### config.mk
export PLATFORM = sky130hd
export DESIGN_NAME = sm83_regfile_flat
export DESIGN_NICKNAME = d
export VERILOG_FILES = /design/src/rtl/sm83_regfile_if.sv /design/src/rtl/sm83_regfile.sv /design/src/flat_wrapper.sv
export SDC_FILE = /design/constraint.sdc
export NUM_CORES = 1
export LEC_CHECK = 0
export ABC_CLOCK_PERIOD_IN_PS = 9000
export CORE_MARGIN = 2
export CORE_UTILIZATION = 35
export DETAILED_ROUTE_END_ITERATION = 7
export GPL_TIMING_DRIVEN = 0
export PLACE_DENSITY_LB_ADDON = 0.05
export SLEW_MARGIN = 10
export SYNTH_ARGS = -nofsm -noshare
export SYNTH_HDL_FRONTEND = slang
export SYNTH_SLANG_ARGS = --single-unit
### constraint.sdc
create_clock -name clk -period 9 [get_ports clk]
set_clock_uncertainty 0.05 [all_clocks]
set_input_delay 1.35 -clock clk [delete_from_list [all_inputs] [get_ports clk]]
set_output_delay 1.35 -clock clk [all_outputs]
set_load 0.005 [all_outputs]
### src/rtl/sm83_regfile_if.sv
// Control-to-register-file strobe bundle plus the memory/ALU operand bus it drives.
// addr_sel encoding: 0 PC, 1 GP16, 2 WZ, 3 SP, 4 FF_C, 5 PCH, 6 NONE.
interface sm83_regfile_if;
  logic [2:0]  addr_sel;
  logic [2:0]  r8_src, r8_dst;
  logic [1:0]  r16_sel;
  logic        inc_pc, inc_r16, dec_r16, wz_to_pc, mem_to_z, alu_to_z, z_adj_pcl;
  logic        mem_to_w, idu_to_w, mem_to_ir, mem_to_r8, capture_alu_res, r8_to_alu_op1;
  logic        r8_to_mem, z_to_mem, pch_to_mem, pcl_to_mem, wz_to_r16, halt;
  logic [7:0]  mem_rdata, alu_res;
  logic        alu_carry;
  logic [15:0] addr;
  logic [7:0]  mem_wdata;
  logic        mem_we, mem_rd;
  logic [7:0]  ir, alu_op1, alu_op2;
  logic        err_conflict;

  modport master (
    output addr_sel, r8_src, r8_dst, r16_sel,
    output inc_pc, inc_r16, dec_r16, wz_to_pc, mem_to_z, alu_to_z, z_adj_pcl,
    output mem_to_w, idu_to_w, mem_to_ir, mem_to_r8, capture_alu_res, r8_to_alu_op1,
    output r8_to_mem, z_to_mem, pch_to_mem, pcl_to_mem, wz_to_r16, halt,
    output mem_rdata, alu_res, alu_carry,
    input  addr, mem_wdata, mem_we, mem_rd, ir, alu_op1, alu_op2, err_conflict
  );

  modport slave (
    input  addr_sel, r8_src, r8_dst, r16_sel,
    input  inc_pc, inc_r16, dec_r16, wz_to_pc, mem_to_z, alu_to_z, z_adj_pcl,
    input  mem_to_w, idu_to_w, mem_to_ir, mem_to_r8, capture_alu_res, r8_to_alu_op1,
    input  r8_to_mem, z_to_mem, pch_to_mem, pcl_to_mem, wz_to_r16, halt,
    input  mem_rdata, alu_res, alu_carry,
    output addr, mem_wdata, mem_we, mem_rd, ir, alu_op1, alu_op2, err_conflict
  );
endinterface

### src/rtl/sm83_regfile.sv
// SM83 architectural registers, WZ temporaries and IDU; drives memory address/data and ALU operands.
// Define REGFILE_CONFLICT_CHECK_EN to enable the sticky same-register write-conflict detector.
module sm83_regfile #(
  parameter logic [15:0] RESET_PC = 16'h0000,
  parameter logic [15:0] RESET_SP = 16'hFFFE
) (
  input logic           clk,
  input logic           rst,
  sm83_regfile_if.slave bus
);
  typedef enum logic [2:0] {AS_PC, AS_GP16, AS_WZ, AS_SP, AS_FF_C, AS_PCH, AS_NONE} addr_sel_t;

  addr_sel_t asel;
  assign asel = addr_sel_t'(bus.addr_sel);

  // Indexed by r8 code; slot 6 stands for (HL)/Z and is never stored.
  logic [7:0][7:0] r8, r8_n;
  logic [15:0]     sp, sp_n, pc, pc_n;
  logic [7:0]      w, z, ir_q;
  logic [15:0]     wz, r16_val, idu_src, idu_res;
  logic [2:0]      pair_hi, pair_lo;
  logic            idu_r16, idu_sp, r8_we, we;
  logic [7:0]      r8_wval, src_val;

  assign wz      = {w, z};
  assign pair_hi = {bus.r16_sel, 1'b0};
  assign pair_lo = {bus.r16_sel, 1'b1};
  assign r16_val = (bus.r16_sel == 2'd3) ? sp : {r8[pair_hi], r8[pair_lo]};
  assign src_val = (bus.r8_src == 3'd6) ? z : r8[bus.r8_src];

  assign idu_r16 = bus.inc_r16 | bus.dec_r16;
  assign idu_sp  = (asel == AS_SP) || (bus.r16_sel == 2'd3);
  assign idu_src = idu_sp ? sp : r16_val;
  assign idu_res = bus.dec_r16 ? idu_src - 16'd1 : idu_src + 16'd1;

  assign r8_we   = (bus.mem_to_r8 | bus.capture_alu_res) && (bus.r8_dst != 3'd6);
  assign r8_wval = bus.mem_to_r8 ? bus.mem_rdata : bus.alu_res;

  // Applied lowest priority first so later writers override: r8 < IDU < wz_to_r16.
  always_comb begin
    r8_n = r8;
    sp_n = sp;
    if (r8_we) r8_n[bus.r8_dst] = r8_wval;
    if (idu_r16) begin
      if (idu_sp) sp_n = idu_res;
      else        {r8_n[pair_hi], r8_n[pair_lo]} = idu_res;
    end
    if (bus.wz_to_r16) begin
      if (bus.r16_sel == 2'd3) sp_n = wz;
      else                     {r8_n[pair_hi], r8_n[pair_lo]} = wz;
    end
  end

  always_comb begin
    pc_n = pc;
    if (!bus.halt) begin
      if (bus.wz_to_pc)    pc_n = bus.inc_pc ? wz + 16'd1 : wz;
      else if (bus.inc_pc) pc_n = pc + 16'd1;
    end
  end

  always_ff @(posedge clk) begin
    if (rst) begin
      r8   <= '0;
      sp   <= RESET_SP;
      pc   <= RESET_PC;
      w    <= '0;
      z    <= '0;
      ir_q <= '0;
    end else begin
      r8 <= r8_n;
      sp <= sp_n;
      pc <= pc_n;
      if (bus.mem_to_z)      z <= bus.mem_rdata;
      else if (bus.alu_to_z) z <= bus.alu_res;
      // JR high-byte fixup uses the pre-edge Z sign bit.
      if (bus.mem_to_w)      w <= bus.mem_rdata;
      else if (bus.idu_to_w) w <= pc[15:8] + {7'd0, bus.alu_carry} - {7'd0, z[7]};
      if (bus.mem_to_ir && !bus.halt) ir_q <= bus.mem_rdata;
    end
  end

  always_comb begin
    case (asel)
      AS_GP16: bus.addr = r16_val;
      AS_WZ:   bus.addr = wz;
      AS_SP:   bus.addr = sp;
      AS_FF_C: bus.addr = {8'hFF, r8[1]};
      default: bus.addr = pc;
    endcase
  end

  assign we         = bus.r8_to_mem | bus.z_to_mem | bus.pch_to_mem | bus.pcl_to_mem;
  assign bus.mem_we = we;
  assign bus.mem_rd = !we && (asel inside {AS_PC, AS_GP16, AS_WZ, AS_SP, AS_FF_C});

  always_comb begin
    if (bus.pch_to_mem)      bus.mem_wdata = pc[15:8];
    else if (bus.pcl_to_mem) bus.mem_wdata = pc[7:0];
    else if (bus.z_to_mem)   bus.mem_wdata = z;
    else if (bus.r8_to_mem)  bus.mem_wdata = src_val;
    else                     bus.mem_wdata = 8'h00;
  end

  assign bus.alu_op1 = bus.z_adj_pcl ? pc[7:0] : (bus.r8_to_alu_op1 ? src_val : r8[7]);
  assign bus.alu_op2 = z;
  assign bus.ir      = ir_q;

`ifdef REGFILE_CONFLICT_CHECK_EN
  // Target masks: bits 0..5 B..L by r8 code, bit 7 A, bit 8 SP.
  function automatic logic [8:0] pair_mask(input logic to_sp, input logic [1:0] sel);
    logic [8:0] m;
    m = '0;
    if (to_sp) m[8] = 1'b1;
    else begin
      m[{sel, 1'b0}] = 1'b1;
      m[{sel, 1'b1}] = 1'b1;
    end
    return m;
  endfunction

  logic [8:0] wz_mask, idu_mask, r8_mask;
  logic       conflict, err_q;

  assign wz_mask  = bus.wz_to_r16 ? pair_mask(bus.r16_sel == 2'd3, bus.r16_sel) : '0;
  assign idu_mask = idu_r16 ? pair_mask(idu_sp, bus.r16_sel) : '0;
  assign r8_mask  = r8_we ? (9'd1 << bus.r8_dst) : '0;
  assign conflict = (|(wz_mask & idu_mask)) | (|(wz_mask & r8_mask)) |
                    (|(idu_mask & r8_mask)) | (bus.inc_pc & idu_r16);

  always_ff @(posedge clk) begin
    if (rst) err_q <= 1'b0;
    else     err_q <= err_q | conflict;
  end
  assign bus.err_conflict = err_q;
`else
  assign bus.err_conflict = 1'b0;
`endif
endmodule

### src/flat_wrapper.sv
// flat-port wrapper written by rule: the top's interface ports become plain ports
module sm83_regfile_flat 
#(
  parameter logic [15:0] RESET_PC = 16'h0000,
  parameter logic [15:0] RESET_SP = 16'hFFFE
)
  (clk, rst, bus_addr_sel, bus_r8_src, bus_r8_dst, bus_r16_sel, bus_inc_pc, bus_inc_r16, bus_dec_r16, bus_wz_to_pc, bus_mem_to_z, bus_alu_to_z, bus_z_adj_pcl, bus_mem_to_w, bus_idu_to_w, bus_mem_to_ir, bus_mem_to_r8, bus_capture_alu_res, bus_r8_to_alu_op1, bus_r8_to_mem, bus_z_to_mem, bus_pch_to_mem, bus_pcl_to_mem, bus_wz_to_r16, bus_halt, bus_mem_rdata, bus_alu_res, bus_alu_carry, bus_addr, bus_mem_wdata, bus_mem_we, bus_mem_rd, bus_ir, bus_alu_op1, bus_alu_op2, bus_err_conflict);
  sm83_regfile_if bus_i ();
  input logic clk;
  input logic rst;
  input wire logic [$bits(bus_i.addr_sel)-1:0] bus_addr_sel;
  input wire logic [$bits(bus_i.r8_src)-1:0] bus_r8_src;
  input wire logic [$bits(bus_i.r8_dst)-1:0] bus_r8_dst;
  input wire logic [$bits(bus_i.r16_sel)-1:0] bus_r16_sel;
  input wire logic [$bits(bus_i.inc_pc)-1:0] bus_inc_pc;
  input wire logic [$bits(bus_i.inc_r16)-1:0] bus_inc_r16;
  input wire logic [$bits(bus_i.dec_r16)-1:0] bus_dec_r16;
  input wire logic [$bits(bus_i.wz_to_pc)-1:0] bus_wz_to_pc;
  input wire logic [$bits(bus_i.mem_to_z)-1:0] bus_mem_to_z;
  input wire logic [$bits(bus_i.alu_to_z)-1:0] bus_alu_to_z;
  input wire logic [$bits(bus_i.z_adj_pcl)-1:0] bus_z_adj_pcl;
  input wire logic [$bits(bus_i.mem_to_w)-1:0] bus_mem_to_w;
  input wire logic [$bits(bus_i.idu_to_w)-1:0] bus_idu_to_w;
  input wire logic [$bits(bus_i.mem_to_ir)-1:0] bus_mem_to_ir;
  input wire logic [$bits(bus_i.mem_to_r8)-1:0] bus_mem_to_r8;
  input wire logic [$bits(bus_i.capture_alu_res)-1:0] bus_capture_alu_res;
  input wire logic [$bits(bus_i.r8_to_alu_op1)-1:0] bus_r8_to_alu_op1;
  input wire logic [$bits(bus_i.r8_to_mem)-1:0] bus_r8_to_mem;
  input wire logic [$bits(bus_i.z_to_mem)-1:0] bus_z_to_mem;
  input wire logic [$bits(bus_i.pch_to_mem)-1:0] bus_pch_to_mem;
  input wire logic [$bits(bus_i.pcl_to_mem)-1:0] bus_pcl_to_mem;
  input wire logic [$bits(bus_i.wz_to_r16)-1:0] bus_wz_to_r16;
  input wire logic [$bits(bus_i.halt)-1:0] bus_halt;
  input wire logic [$bits(bus_i.mem_rdata)-1:0] bus_mem_rdata;
  input wire logic [$bits(bus_i.alu_res)-1:0] bus_alu_res;
  input wire logic [$bits(bus_i.alu_carry)-1:0] bus_alu_carry;
  output wire logic [$bits(bus_i.addr)-1:0] bus_addr;
  output wire logic [$bits(bus_i.mem_wdata)-1:0] bus_mem_wdata;
  output wire logic [$bits(bus_i.mem_we)-1:0] bus_mem_we;
  output wire logic [$bits(bus_i.mem_rd)-1:0] bus_mem_rd;
  output wire logic [$bits(bus_i.ir)-1:0] bus_ir;
  output wire logic [$bits(bus_i.alu_op1)-1:0] bus_alu_op1;
  output wire logic [$bits(bus_i.alu_op2)-1:0] bus_alu_op2;
  output wire logic [$bits(bus_i.err_conflict)-1:0] bus_err_conflict;
  assign bus_i.addr_sel = bus_addr_sel;
  assign bus_i.r8_src = bus_r8_src;
  assign bus_i.r8_dst = bus_r8_dst;
  assign bus_i.r16_sel = bus_r16_sel;
  assign bus_i.inc_pc = bus_inc_pc;
  assign bus_i.inc_r16 = bus_inc_r16;
  assign bus_i.dec_r16 = bus_dec_r16;
  assign bus_i.wz_to_pc = bus_wz_to_pc;
  assign bus_i.mem_to_z = bus_mem_to_z;
  assign bus_i.alu_to_z = bus_alu_to_z;
  assign bus_i.z_adj_pcl = bus_z_adj_pcl;
  assign bus_i.mem_to_w = bus_mem_to_w;
  assign bus_i.idu_to_w = bus_idu_to_w;
  assign bus_i.mem_to_ir = bus_mem_to_ir;
  assign bus_i.mem_to_r8 = bus_mem_to_r8;
  assign bus_i.capture_alu_res = bus_capture_alu_res;
  assign bus_i.r8_to_alu_op1 = bus_r8_to_alu_op1;
  assign bus_i.r8_to_mem = bus_r8_to_mem;
  assign bus_i.z_to_mem = bus_z_to_mem;
  assign bus_i.pch_to_mem = bus_pch_to_mem;
  assign bus_i.pcl_to_mem = bus_pcl_to_mem;
  assign bus_i.wz_to_r16 = bus_wz_to_r16;
  assign bus_i.halt = bus_halt;
  assign bus_i.mem_rdata = bus_mem_rdata;
  assign bus_i.alu_res = bus_alu_res;
  assign bus_i.alu_carry = bus_alu_carry;
  assign bus_addr = bus_i.addr;
  assign bus_mem_wdata = bus_i.mem_wdata;
  assign bus_mem_we = bus_i.mem_we;
  assign bus_mem_rd = bus_i.mem_rd;
  assign bus_ir = bus_i.ir;
  assign bus_alu_op1 = bus_i.alu_op1;
  assign bus_alu_op2 = bus_i.alu_op2;
  assign bus_err_conflict = bus_i.err_conflict;
  sm83_regfile #(.RESET_PC(RESET_PC), .RESET_SP(RESET_SP)) u_core (.clk(clk), .rst(rst), .bus(bus_i));
endmodule
# Word level (Yosys, flattened, before mapping)
# Index checks and enable logic that the tools add are counted.
# totals
ff_bits	120
latchBits	0
mem_bits_rw	0
mem_bits_ro	0
in_bits	49
out_inout_bits	51
wordCells	99
memories	0
# op_classes
add_sub_neg	6
mul	0
div_mod_pow	0
order_cmp	7
eq_ne	7
shift	0
n_mux	45
n_bitwise	6
reduce_logical	15
# ops
op	n
bitwise mux 64 bit	5
two-way mux 64 bit	5
two-way mux 16 bit	10
two-way mux 8 bit	18
case mux 16 bit (4 select lines)	1
adder 16 x 1 -> 16 bit, second input constant	3
binary-select mux 8 bit (select 2 bit)	2
demux 8 bit (select 2 bit)	2
binary-select mux 8 bit (select 3 bit)	1
demux 8 bit (select 3 bit)	1
less-than comparator 3 x 4 -> 1 bit, second input constant	4
subtractor 16 x 1 -> 16 bit, second input constant	1
>= comparator 3 x 1 -> 1 bit, second input constant	3
adder 8 x 1 -> 8 bit	1
subtractor 8 x 1 -> 8 bit	1
equality test 3 x 2 -> 1 bit, second input constant	2
equality test 3 bit, second input constant	2
logical AND 1 bit	6
nonzero test 2 bit	3
bitwise OR 1 bit	5
nonzero test 5 bit	1
equality test 3 x 1 -> 1 bit, second input constant	1
logical NOT 3 bit	1
!= test 3 bit, second input constant	1
5 further kinds	6

# Depth between registers and ports, before layout
# Gate-level depths: netlist of run 1.
# depth
word_depth	14
depth_mapped	14
mapped_depth_nobuf	13

# Worst setup path before layout of run 1
# Ideal clock, no wire load.
# synth_timing
path_type	input to register
start	in bus_r16_sel[0]
end	reg u_core.r8[33] (netlist bit)
arrival_time_ns	4.579
required_ns	8.812
slack_ns	4.233
path_stages	14
path_buffers	2
cell_sequence	clkbuf_1 buf_1 mux2_2 o22a_1 o22ai_1 inv_1 ha_1 a2111oi_0 o211ai_1 a31oi_2 nor4_1 or4_1 a31oi_1 a211oi_1
# synth_between
elab_chain_cells	14
elab_cells_between_ends	24
# synth_rtl
element	line	text
start: declaration	flat_wrapper.sv:14	input wire logic [$bits(bus_i.r16_sel)-1:0] bus_r16_sel;
binary-select mux 8 bit (select 2 bit)	sm83_regfile.sv:28	assign r16_val = (bus.r16_sel == 2'd3) ? sp : {r8[pair_hi], r8[pair_lo]};
two-way mux 8 bit (not written as such)	sm83_regfile.sv:28	
two-way mux 16 bit	sm83_regfile.sv:28	
two-way mux 16 bit	sm83_regfile.sv:33	assign idu_src = idu_sp ? sp : r16_val;
adder 16 x 1 -> 16 bit or subtractor 16 x 1 -> 16 bit (tied branches)	sm83_regfile.sv:34	assign idu_res = bus.dec_r16 ? idu_src - 16'd1 : idu_src + 16'd1;
two-way mux 16 bit	sm83_regfile.sv:34	
bitwise mux 64 bit (2 in series)	sm83_regfile.sv:46	else {r8_n[pair_hi], r8_n[pair_lo]} = idu_res;
two-way mux 64 bit	sm83_regfile.sv:45	if (idu_sp) sp_n = idu_res;
two-way mux 64 bit	sm83_regfile.sv:44	if (idu_r16) begin
bitwise mux 64 bit (2 in series)	sm83_regfile.sv:50	else {r8_n[pair_hi], r8_n[pair_lo]} = wz;
two-way mux 64 bit	sm83_regfile.sv:49	if (bus.r16_sel == 2'd3) sp_n = wz;
two-way mux 64 bit *	sm83_regfile.sv:48	if (bus.wz_to_r16) begin
end signal: assignment	sm83_regfile.sv:71	r8 <= r8_n;
end: declaration	sm83_regfile.sv:17	logic [7:0][7:0] r8, r8_n;
# Mark *: on every way between the ends. The rest lies on a longest branch, timed or not. The select of a mux whose other input is x is not followed.
# A chain may end at the register's enable or synchronous reset.

# Final worst setup path of run 1
# layout_timing
start	in bus_r16_sel[0]
end	reg u_core.r8[35] (netlist bit)
# Same word-level chain as after synthesis.

==> flow_summary.yaml, run 1 <==
sta:
  report.final.slew_viol_count: 0
  final.period_utilization_pct: 80.96
  max_freq_ghz: 0.1372
  finalHoldViolCount: 0
  grt_setup_unrepaired: "false"
  slew_headroom_pct: 7.568
  tns_ns: 0
  tightest_slew_ns: 1.378
  setup_viol: 0
  period_minus_slack_ns: 7.287
  worst_slack_ns: 1.713
clock_network:
  tritoncts: "built"
  ctsHoldBuffers: 0
  ctsResizeCount: 0
  cts_buffers: 9
  clockBufferDepth: 2
  clk_latency_ns: 0.37
  cts.reportedPaths.clkPinSlew_ns: 0.08
  root_buffer: "clkbuf_16"
  post_cts_buffers: 0
  cts-htree-levels: 3
  cts.sink_count: 112
synth:
  syn-num-nets: 1364
  yosysWarnings: 0
  synth.top_cells.by_count: "nor2_1, a21oi_1, dfxtp_1"
  synthArstFlopShare_pct: 0
  ys_seq_elements: 112
  yosys_most_used_dff: "dfxtp_1"
  synth_edf_count: 0
  synth_area_um2: 9184
  synth_most_common_cell: "nor2_1"
  synth-seq-area-share_pct: 24.41
  yosys.area.top_type_share_pct: 24.41
  yosys.area.top_type: "dfxtp_1"
  post_synth.cell_area_avg_um2: 7.152
  synth_cell_type_count: 69
  yosys-top-cells-area: "dfxtp_1, nor2_1, a21oi_1, a211oi_1, o21ai_0"
  syn_inst: 1284
worst_setup_path:
  worstSetupPathType: "input pin to flop"
  required_ns: 9.22
  crit_path_max_fanout: 10
  crit-reg2reg-capture: "u_core.r8[35]"
  crit_chain: "clkdlybuf4s50_1 > clkbuf_1 > buf_1 > mux2_2 > o22ai_1 > a22oi_1 > ha_1 > a2111oi_0 > o211ai_1 > a31oi_2 > nor3_1 > o21ai_0 > nand3_1 > a221oi_1"
  slowest_stage: "o21ai_0"
  crit_path_end_kind: "flop"
  max_stage_delay_ns: 0.97
  rr_worst_depth: 11
  ff2ff_setup_slack_ns: 4.01
  crit-reg2reg-launch: "u_core.r8[10]"
  worst_ep_arrival_time_ns: 7.51
  crit_path_start_kind: "input pin"
hold_path:
  hold_path_depth: 2
  hold_end: "u_core.bus.ir[0]"
  min_from: "u_core.bus.ir[0]"
  min_path_type: "flop to flop"
drt:
  antenna_left: 0
  vias_per_cell: 6.152
  detail_route.wl_per_cell_um: 26.41
  dr.pass1.iters: 5
  vias: 10612
  drc: 0
  first_iter_violations: 1178
  finalWirelength_um: 45550
place:
  portBuffers: 88
  dp_slack_ns: 1.679
  hpwl_um: 34770
  gp_congestion: 1.002
job:
  drv_cap: 0
die:
  coreArea_um2: 25910
  fp.dieW_um: 166.0
  die_y_um: 166.0
  io_pins: 100
  die_area_um2: 27550
  start_util_pct: 35.44
  rows: 59
global_route:
  grt_overflow: 0
  grt_pass1_wl_um: 66480
  grt_max_degree: 20
  grt_usage_pct: 32.06
  grt_pass1_vias: 9727
  antenna_found_initial: 0
final_layout:
  fin_nets: 1465
  drive_gt1_share_pct: 4.676
  fill_cells: 2727
  layout-area-overhead-vs-synth_pct: 17.66
  final_core_util_pct: 41.70
  antennaDiodeCount: 0
pwr:
  power_uw: 1684
  peakVddDrop_mv: 0.07429
  p_leak_uw: 0.003929
  powerDensity_nw_per_um2: 155.8
status:
  status: "complete, no violations"
==> layout by cell type, fill, tap and decap left out, types with 15 or more instances in the layout <==
master,Yosys,layout
mux4_2,18,18
o22ai_1,15,15
nand3_1,17,17
nor3_1,57,57
o21a_1,19,19
a211oi_1,73,73
a21oi_1,127,127
clkdlybuf4s50_1,0,88
o21ai_0,100,100
clkbuf_1,94,94
ha_1,29,29
mux2i_1,40,40
inv_1,32,32
nor2_1,227,227
xnor2_1,15,15
dfxtp_1,112,112
nand2_1,86,86
==> layout make-up <==
type / instances / area (um^2) / share of cell area (%)
clock inverter: 6 / 50.05 / 0.4632
timing repair buffer: 90 / 893.4 / 8.268
tap: 335 / 419.2 / 3.879
sequential: 112 / 2242 / 20.75
multi-input combinational: 1027 / 6409 / 59.31
buffer: 113 / 432.9 / 4.006
clock buffer: 10 / 239.0 / 2.212
inverter: 32 / 120.1 / 1.112
==> power breakdown <==
group | internal, uW | total [uW] | switching, uW | leakage [uW]
clock | 200 | 422 | 222 | 0.000141
sequential | 540 | 602 | 61.5 | 0.000923
combinational | 242 | 660 | 418 | 0.00287
==> stage by stage <==
step | std cells | hold WS, ns | cell area (um^2)
6_report | 1725 | 0.4521 | 10810
3_5_place_dp | 1709 | 0.4351 | 10520
3_3_place_gp | 1707 | 0.4295 | 10480
4_1_cts | 1725 | 0.4606 | 10810
2_1_floorplan | 1284 | 0.4333 | 9184
5_1_grt | 1725 | 0.4910 | 10810
==> registers in the layout (all words and copies together) (netlist names) <==
register            cells
u_core.sp              16
u_core.bus.alu_op2      8
u_core.r8              56
u_core.pc              16
u_core.bus.ir           8
u_core.w                8
==> metal layers <==
metal	GRT usage, %	up-vias	part of all wire [%]
li1	-	4862	-
met1	45.70	5082	45
met2	47.79	551	43
met3	6.077	117	8.6
met4	12.36	0	4.1
met5	0	-	0
==> worst max-delay path: cells and delay by family <==
family                   cells  cell delay, ns
AO/OA/AOI/OAI                7            3.34
buffers and inverters        3            1.62
multiplexers                 1            0.41
adder cells (fa/ha/maj)      1            0.40
AND/OR/NAND/NOR              2            0.36
==> worst max-delay path by stage <==
| stage | from | endpoint | slack (ns) | cells past startpoint |
|---|---|---|---|---|
| global placement | bus_r16_sel[0] | u_core.r8[34] | 1.54 | 14 |
| floorplan | bus_r16_sel[0] | u_core.r8[33] | 4.23 | 14 |
| detailed placement | bus_r16_sel[0] | u_core.r8[35] | 1.68 | 14 |
| finish | bus_r16_sel[0] | u_core.r8[35] | 1.71 | 14 |
| global route | bus_r16_sel[0] | u_core.r8[35] | 1.69 | 14 |
| CTS | bus_r16_sel[0] | u_core.r8[35] | 2.03 | 14 |
==> logic make-up (layout without fill, tap and decap cells) <==
family / after synthesis / count (layout) / share of synthesized area (%)
xor+xnor: 26 / 26 / 2.480
flops: 112 / 112 / 24.41
mux: 70 / 70 / 10.25
simple gates: 471 / 471 / 23.07
compound gates: 428 / 428 / 29.35
buf+inv: 145 / 251 / 6.022
other cells: 1 / 1 / 0.04083
fa+ha+maj: 31 / 31 / 4.387
Note: power is estimated with default switching activity, not from simulation.
==> run 2: changes to the inputs <==
- ABC_CLOCK_PERIOD_IN_PS: 9000 -> 7580
- clock period: 9 -> 7.58 ns (I/O delays scaled with it)
==> results of run 2 <==
The final DEF is identical to that of run 1. Status: complete, no violations.
Main changes from that run: setup slack after placement 1.679 ns -> 0.4719 ns; setup slack after layout 1.713 ns -> 0.5065 ns; register-to-register setup slack 4.01 ns -> 2.59 ns; total power 1684 uW -> 1999 uW; worst IR drop on VDD 0.07429 mV -> 0.08820 mV
==> RTL change 1 (config.mk and constraints of run 2) <==
Add a define of `REGFILE_CONFLICT_CHECK_EN`.
--- a/src/rtl/sm83_regfile.sv
+++ b/src/rtl/sm83_regfile.sv
@@ -1,4 +1,6 @@
 // SM83 architectural registers, WZ temporaries and IDU; drives memory address/data and ALU operands.
 // Define REGFILE_CONFLICT_CHECK_EN to enable the sticky same-register write-conflict detector.
+`define REGFILE_CONFLICT_CHECK_EN
+
 module sm83_regfile #(
   parameter logic [15:0] RESET_PC = 16'h0000,
Behaviour: not the same (a bounded check fails within 4 cycles, from zero or initial values and one cycle with rst high).
==> RTL change 1 against run 2 <==
  * Area after synthesis increased by 0.79%
  * Setup slack better by 1.3 ns
  * Register-to-register slack gained 1.1 ns
  * Synthesized cell count is 4.4% lower
  * Critical path depth is the same
  * Total power increased by 20%
  * Maximum frequency up 23%
  * Cell area rose by 3.8%
  * Sequential cell count increased by 1
  * Routed wire length fell by 4.4%
  * Sequential power up 2%
  * Critical path type unchanged
==> RTL change 1: results (changes against run 2) <==
- Leakage: 4.100 nW (+4.3%)
- Drt pass-1 iters: 6 (+1)
- GPL Wtd Cong: 0.9670 (-3.5%)
- Run status: finished clean
- Hold Path Origin: u_core.bus.err_conflict
- Fmax: 174.3 MHz (+23%)
- Worst path max stage delay: 0.81 ns (-0.16 ns)
- Critical Path Source: bus_addr_sel[2]
- Iteration-0 DRC Markers: 1266 (+7.5%)
- Synth top area share: 0.2444 (+0.0002487)
- H-tree levels: 4 (+1)
- Dpl ws: 1.542 ns (+1.070 ns)
- Actual slew at the worst max-slew pin: 1.308 ns (-0.06998 ns)
- Sequential cell area: 2262 um2 (+0.89%)
- Clock transition at the registers of the reported paths: 0.06 ns (-0.02 ns)
- Post-synth top cells: nor2_1, nand2_1, dfxtp_1
- Final net count: 1418 (-3.2%)
- Port Buffer Count: 91 (+3.4%)
- Sequential fraction of the synthesis area: 0.2444 (+0.0002487)
- Dpl cell area: 10590 um2 (+0.67%)
- Worst reg2reg setup slack: 3.69 ns (+1.10 ns)
- Synth area leaders: dfxtp_1, nor2_1, a21oi_1
- Total number of vias: 10310 (-2.8%)
- Clock power frac: 0.365 (+0.114)
- Initial antenna violation count: 1 (+1)
- Post-Synthesis Cells: 1228 (-4.4%)
- # fillers: 2723 (-0.15%)
- CTS Buf Count: 17 (+8)
- Hpwl dp: 32940 um (-5.3%)
- VDD IR max: 129.9 uV (+47%)
- Clock insertion delay at the later pin of the skew report: 0.42 ns (+0.05 ns)
- Mean routed wirelength per cell: 25.85 um (-2.1%)
- Worst-path fanout max: 10 (unchanged)
- Reg2reg start: u_core.r8[40]
- Arr. time, crit path: 6.02 ns (-1.27 ns)
- Internal power: 0.001517 W (+30%)
- Hold WS: 0.4483 ns (-0.003836 ns)
- Crit path to: u_core.r8[6]
- Non-Filler Instances: 1685 (-2.3%)
- GRT Total Usage: 0.3100 (-0.01058)
- CP max stage cell: a211oi_1
- Vias in the first global route: 9648 (-0.81%)
- Synth unique cells: 77 (+12%)
- Pin count of the biggest net entering global routing: 18 (-10%)
- Syn nets: 1308 (-4.1%)
- Hold endpoint: u_core.bus.err_conflict
- Wire length of the first global-routing pass: 64380 um (-3.2%)
RTL change 1: changes by cell type in the layout (fill, tap and decap cells not counted), moves of 7 or more:
cell              run 2  this run
nand2_1              86       123
nor2_1              227       174
o21ai_0             100       109
o211ai_1             12        50
o21a_1               19         2
clkbuf_1             94        77
inv_1                32        23
mux2i_1              40        47
a21oi_1             127       109
buf_2                 5        16
nor3_1               57        28
clkbuf_16             9        17
a211oi_1             73        50
RTL change 1: cell families after synthesis:
group / Yosys count / synth area share
AO/OA/AOI/OAI: 413 / 0.2889
XOR/XNOR: 34 / 0.03217
adder cells (fa/ha/maj): 31 / 0.04353
buffers and inverters: 130 / 0.05650
flip-flops: 113 / 0.2444
multiplexers: 88 / 0.1311
AND/OR/NAND/NOR: 419 / 0.2034
RTL change 1: routing by layer:
layer | vias to the layer above | share of wire | track usage
li1 | 4722 | - | -
met3 | 79 | 0.097 | 0.05394
met4 | 0 | 0.035 | 0.1053
met5 | - | 0 | 0
met1 | 4914 | 0.44 | 0.4458
met2 | 597 | 0.43 | 0.4677
RTL change 1: final cells by class:
class | instances | area share
plain buffers | 106 | 0.03859
flip-flops and latches | 113 | 0.2016
repair buffers | 91 | 0.08119
multi-input cells | 985 | 0.5773
clock buffers | 18 | 0.03914
inverters | 24 | 0.008029
clock inverters | 13 | 0.01673
well taps | 335 | 0.03736
RTL change 1: critical path, delay by kind of cell:
| kind | cells | cell delay (ns) |
|---|---|---|
| compound gates | 7 | 2.32 |
| fa+ha+maj | 1 | 0.37 |
| buf+inv | 3 | 1.40 |
| mux | 1 | 0.42 |
| simple gates | 2 | 0.36 |
==> RTL change 2 (config.mk and constraints of run 2) <==
Without the edit above. `RESET_SP` is set to 16'hFFFE in 2 places; all go to 16'h8000.
--- a/src/rtl/sm83_regfile.sv
+++ b/src/rtl/sm83_regfile.sv
@@ -3,5 +3,5 @@
 module sm83_regfile #(
   parameter logic [15:0] RESET_PC = 16'h0000,
-  parameter logic [15:0] RESET_SP = 16'hFFFE
+  parameter logic [15:0] RESET_SP = 16'h8000
 ) (
   input logic           clk,
--- a/src/flat_wrapper.sv
+++ b/src/flat_wrapper.sv
@@ -3,5 +3,5 @@
 #(
   parameter logic [15:0] RESET_PC = 16'h0000,
-  parameter logic [15:0] RESET_SP = 16'hFFFE
+  parameter logic [15:0] RESET_SP = 16'h8000
 )
   (clk, rst, bus_addr_sel, bus_r8_src, bus_r8_dst, bus_r16_sel, bus_inc_pc, bus_inc_r16, bus_dec_r16, bus_wz_to_pc, bus_mem_to_z, bus_alu_to_z, bus_z_adj_pcl, bus_mem_to_w, bus_idu_to_w, bus_mem_to_ir, bus_mem_to_r8, bus_capture_alu_res, bus_r8_to_alu_op1, bus_r8_to_mem, bus_z_to_mem, bus_pch_to_mem, bus_pcl_to_mem, bus_wz_to_r16, bus_halt, bus_mem_rdata, bus_alu_res, bus_alu_carry, bus_addr, bus_mem_wdata, bus_mem_we, bus_mem_rd, bus_ir, bus_alu_op1, bus_alu_op2, bus_err_conflict);
Check against the original RTL: not equivalent (Yosys sat finds a counterexample within 4 cycles, from zero or initial values and one cycle with rst high).
==> RTL change 2 against run 2 <==
  * The run now ends with DRC left
  * Core utilization is essentially flat
  * Cell area grew 0.97%
  * Sequential cell count is the same
  * Total power grew 0.87%
  * Largest power group unchanged
  * Routed wire length grew 1.3%
  * Clock power is essentially flat
  * Area after synthesis grew 1.5%
  * Setup slack gained 0.44 ns
==> RTL change 2: results (changes against run 2) <==
- Arr. time, crit path: 6.87 ns (-0.42 ns)
- Share of post-route cells with drive strength above 1: 0.05595 (+0.009191)
- CP max stage cell: nor3_1
- GRT Total Usage: 0.3224 (+0.001802)
- Port Buffer Count: 88 (unchanged)
- Run status: complete, but fails checks
- Actual slew at the worst max-slew pin: 1.353 ns (-0.02474 ns)
- Total number of vias: 10710 (+0.94%)
- # fillers: 2863 (+5.0%)
- Worst reg2reg setup slack: 3.15 ns (+0.56 ns)
- Post-Synthesis Cell Area: 9320 um2 (+1.5%)
- Clock network share of area: 0.02661 (-0.0001430)
- Sequential share of cell area: 0.2055 (-0.001999)
- Final WS setup: 0.9432 ns (+0.4368 ns)
- Clock buffers: 12 (+2)
- Vias in the first global route: 9856 (+1.3%)
- Pin count of the biggest net entering global routing: 19 (-5.0%)
- Final net count: 1469 (+0.27%)
- Reg2reg start: u_core.r8[14]
- Count of multi-input gates: 1036 (+0.88%)
- Plain + repair buffers: 202 (-0.49%)
- Synth area leaders: dfxtp_1, nor2_1, a21oi_1
- Hpwl dp: 34870 um (+0.28%)
- Post-synth top cells: nor2_1, dfxtp_1, nand2_1
- GR Layer Usage met1: 0.4531 (-0.003888)
- Metal3 WL: 4680 um (+20%)
- Failing checks: DRC
- Met1 WL: 20330 um (-0.23%)
- Top delay family on crit path: buffers and inverters
- Hold WS: 0.4463 ns (-0.005803 ns)
- Wire length of the first global-routing pass: 66700 um (+0.32%)
- P&R area growth vs syn: 17.06%
- # DRC: 7 (+7)
- Synth Flop Type: dfxtp_1
- GPL Wtd Cong: 0.9976 (-0.46%)
- Mean routed wirelength per cell: 26.68 um (+1.1%)
- Clock Path Buffers: 2 (unchanged)
- Area of the multi-input gates: 6520 um2 (+1.7%)
- Drt pass-1 iters: 7 (+2)
- GR Util met2: 0.4752 (-0.002706)
- Non-clock buffers, area share: 0.1222 (-0.0004943)
- VDD IR max: 121.8 uV (+38%)
- Non-Filler Instances: 1729 (+0.23%)
- Sequential fraction of the synthesis area: 0.2406 (-0.003572)
- Synth unique cells: 73 (+5.8%)
- Critical Path Source: bus_r16_sel[1]
- Dpl cell area: 10620 um2 (+0.99%)
- Met2 WL: 19510 um (+0.58%)
- Non-CTS inverters: 28 (-13%)
- Worst path max stage delay: 1.08 ns (+0.11 ns)
- Dpl ws: 0.8854 ns (+0.4135 ns)
- Met3 Use GR: 0.08745 (+0.02668)
- Hold Path Origin: u_core.bus.ir[7]
- Post-Synthesis Cells: 1290 (+0.47%)
- FF-to-FF End: u_core.r8[22]
- Syn nets: 1370 (+0.44%)
## RTL change 2: cell count changes after synthesis, moves of 6 or more
cell	delta
nand2_1	+24
a21oi_1	-22
nor3_1	-15
o211ai_1	+13
buf_2	+10
a211oi_1	-9
nor2_1	-8
and2_1	-7
buf_1	-7
a31oi_1	-6
o22ai_1	+6
## RTL change 2: logic make-up after synthesis
| kind of cell | count (synthesis) | synth area share |
|---|---|---|
| AOI/OAI and AO/OA | 426 | 0.2949 |
| xor gates and xnor gates | 29 | 0.02725 |
| adders and majority gates | 31 | 0.04323 |
| buffers and inverters | 142 | 0.05987 |
| DFF | 112 | 0.2406 |
| muxes | 76 | 0.1058 |
| other | 1 | 0.0004024 |
| and+or+nand+nor | 473 | 0.2280 |
## RTL change 2: power groups by stage
stage	Clock, W	Sequential [W]	Combinational, W
floorplan	0	0.000686	0.000474
global placement	0	0.000723	0.000775
detailed placement	0	0.000723	0.000774
CTS	0.000504	0.000709	0.000778
global route	0.000526	0.000715	0.000855
finish	0.000502	0.000714	0.000800
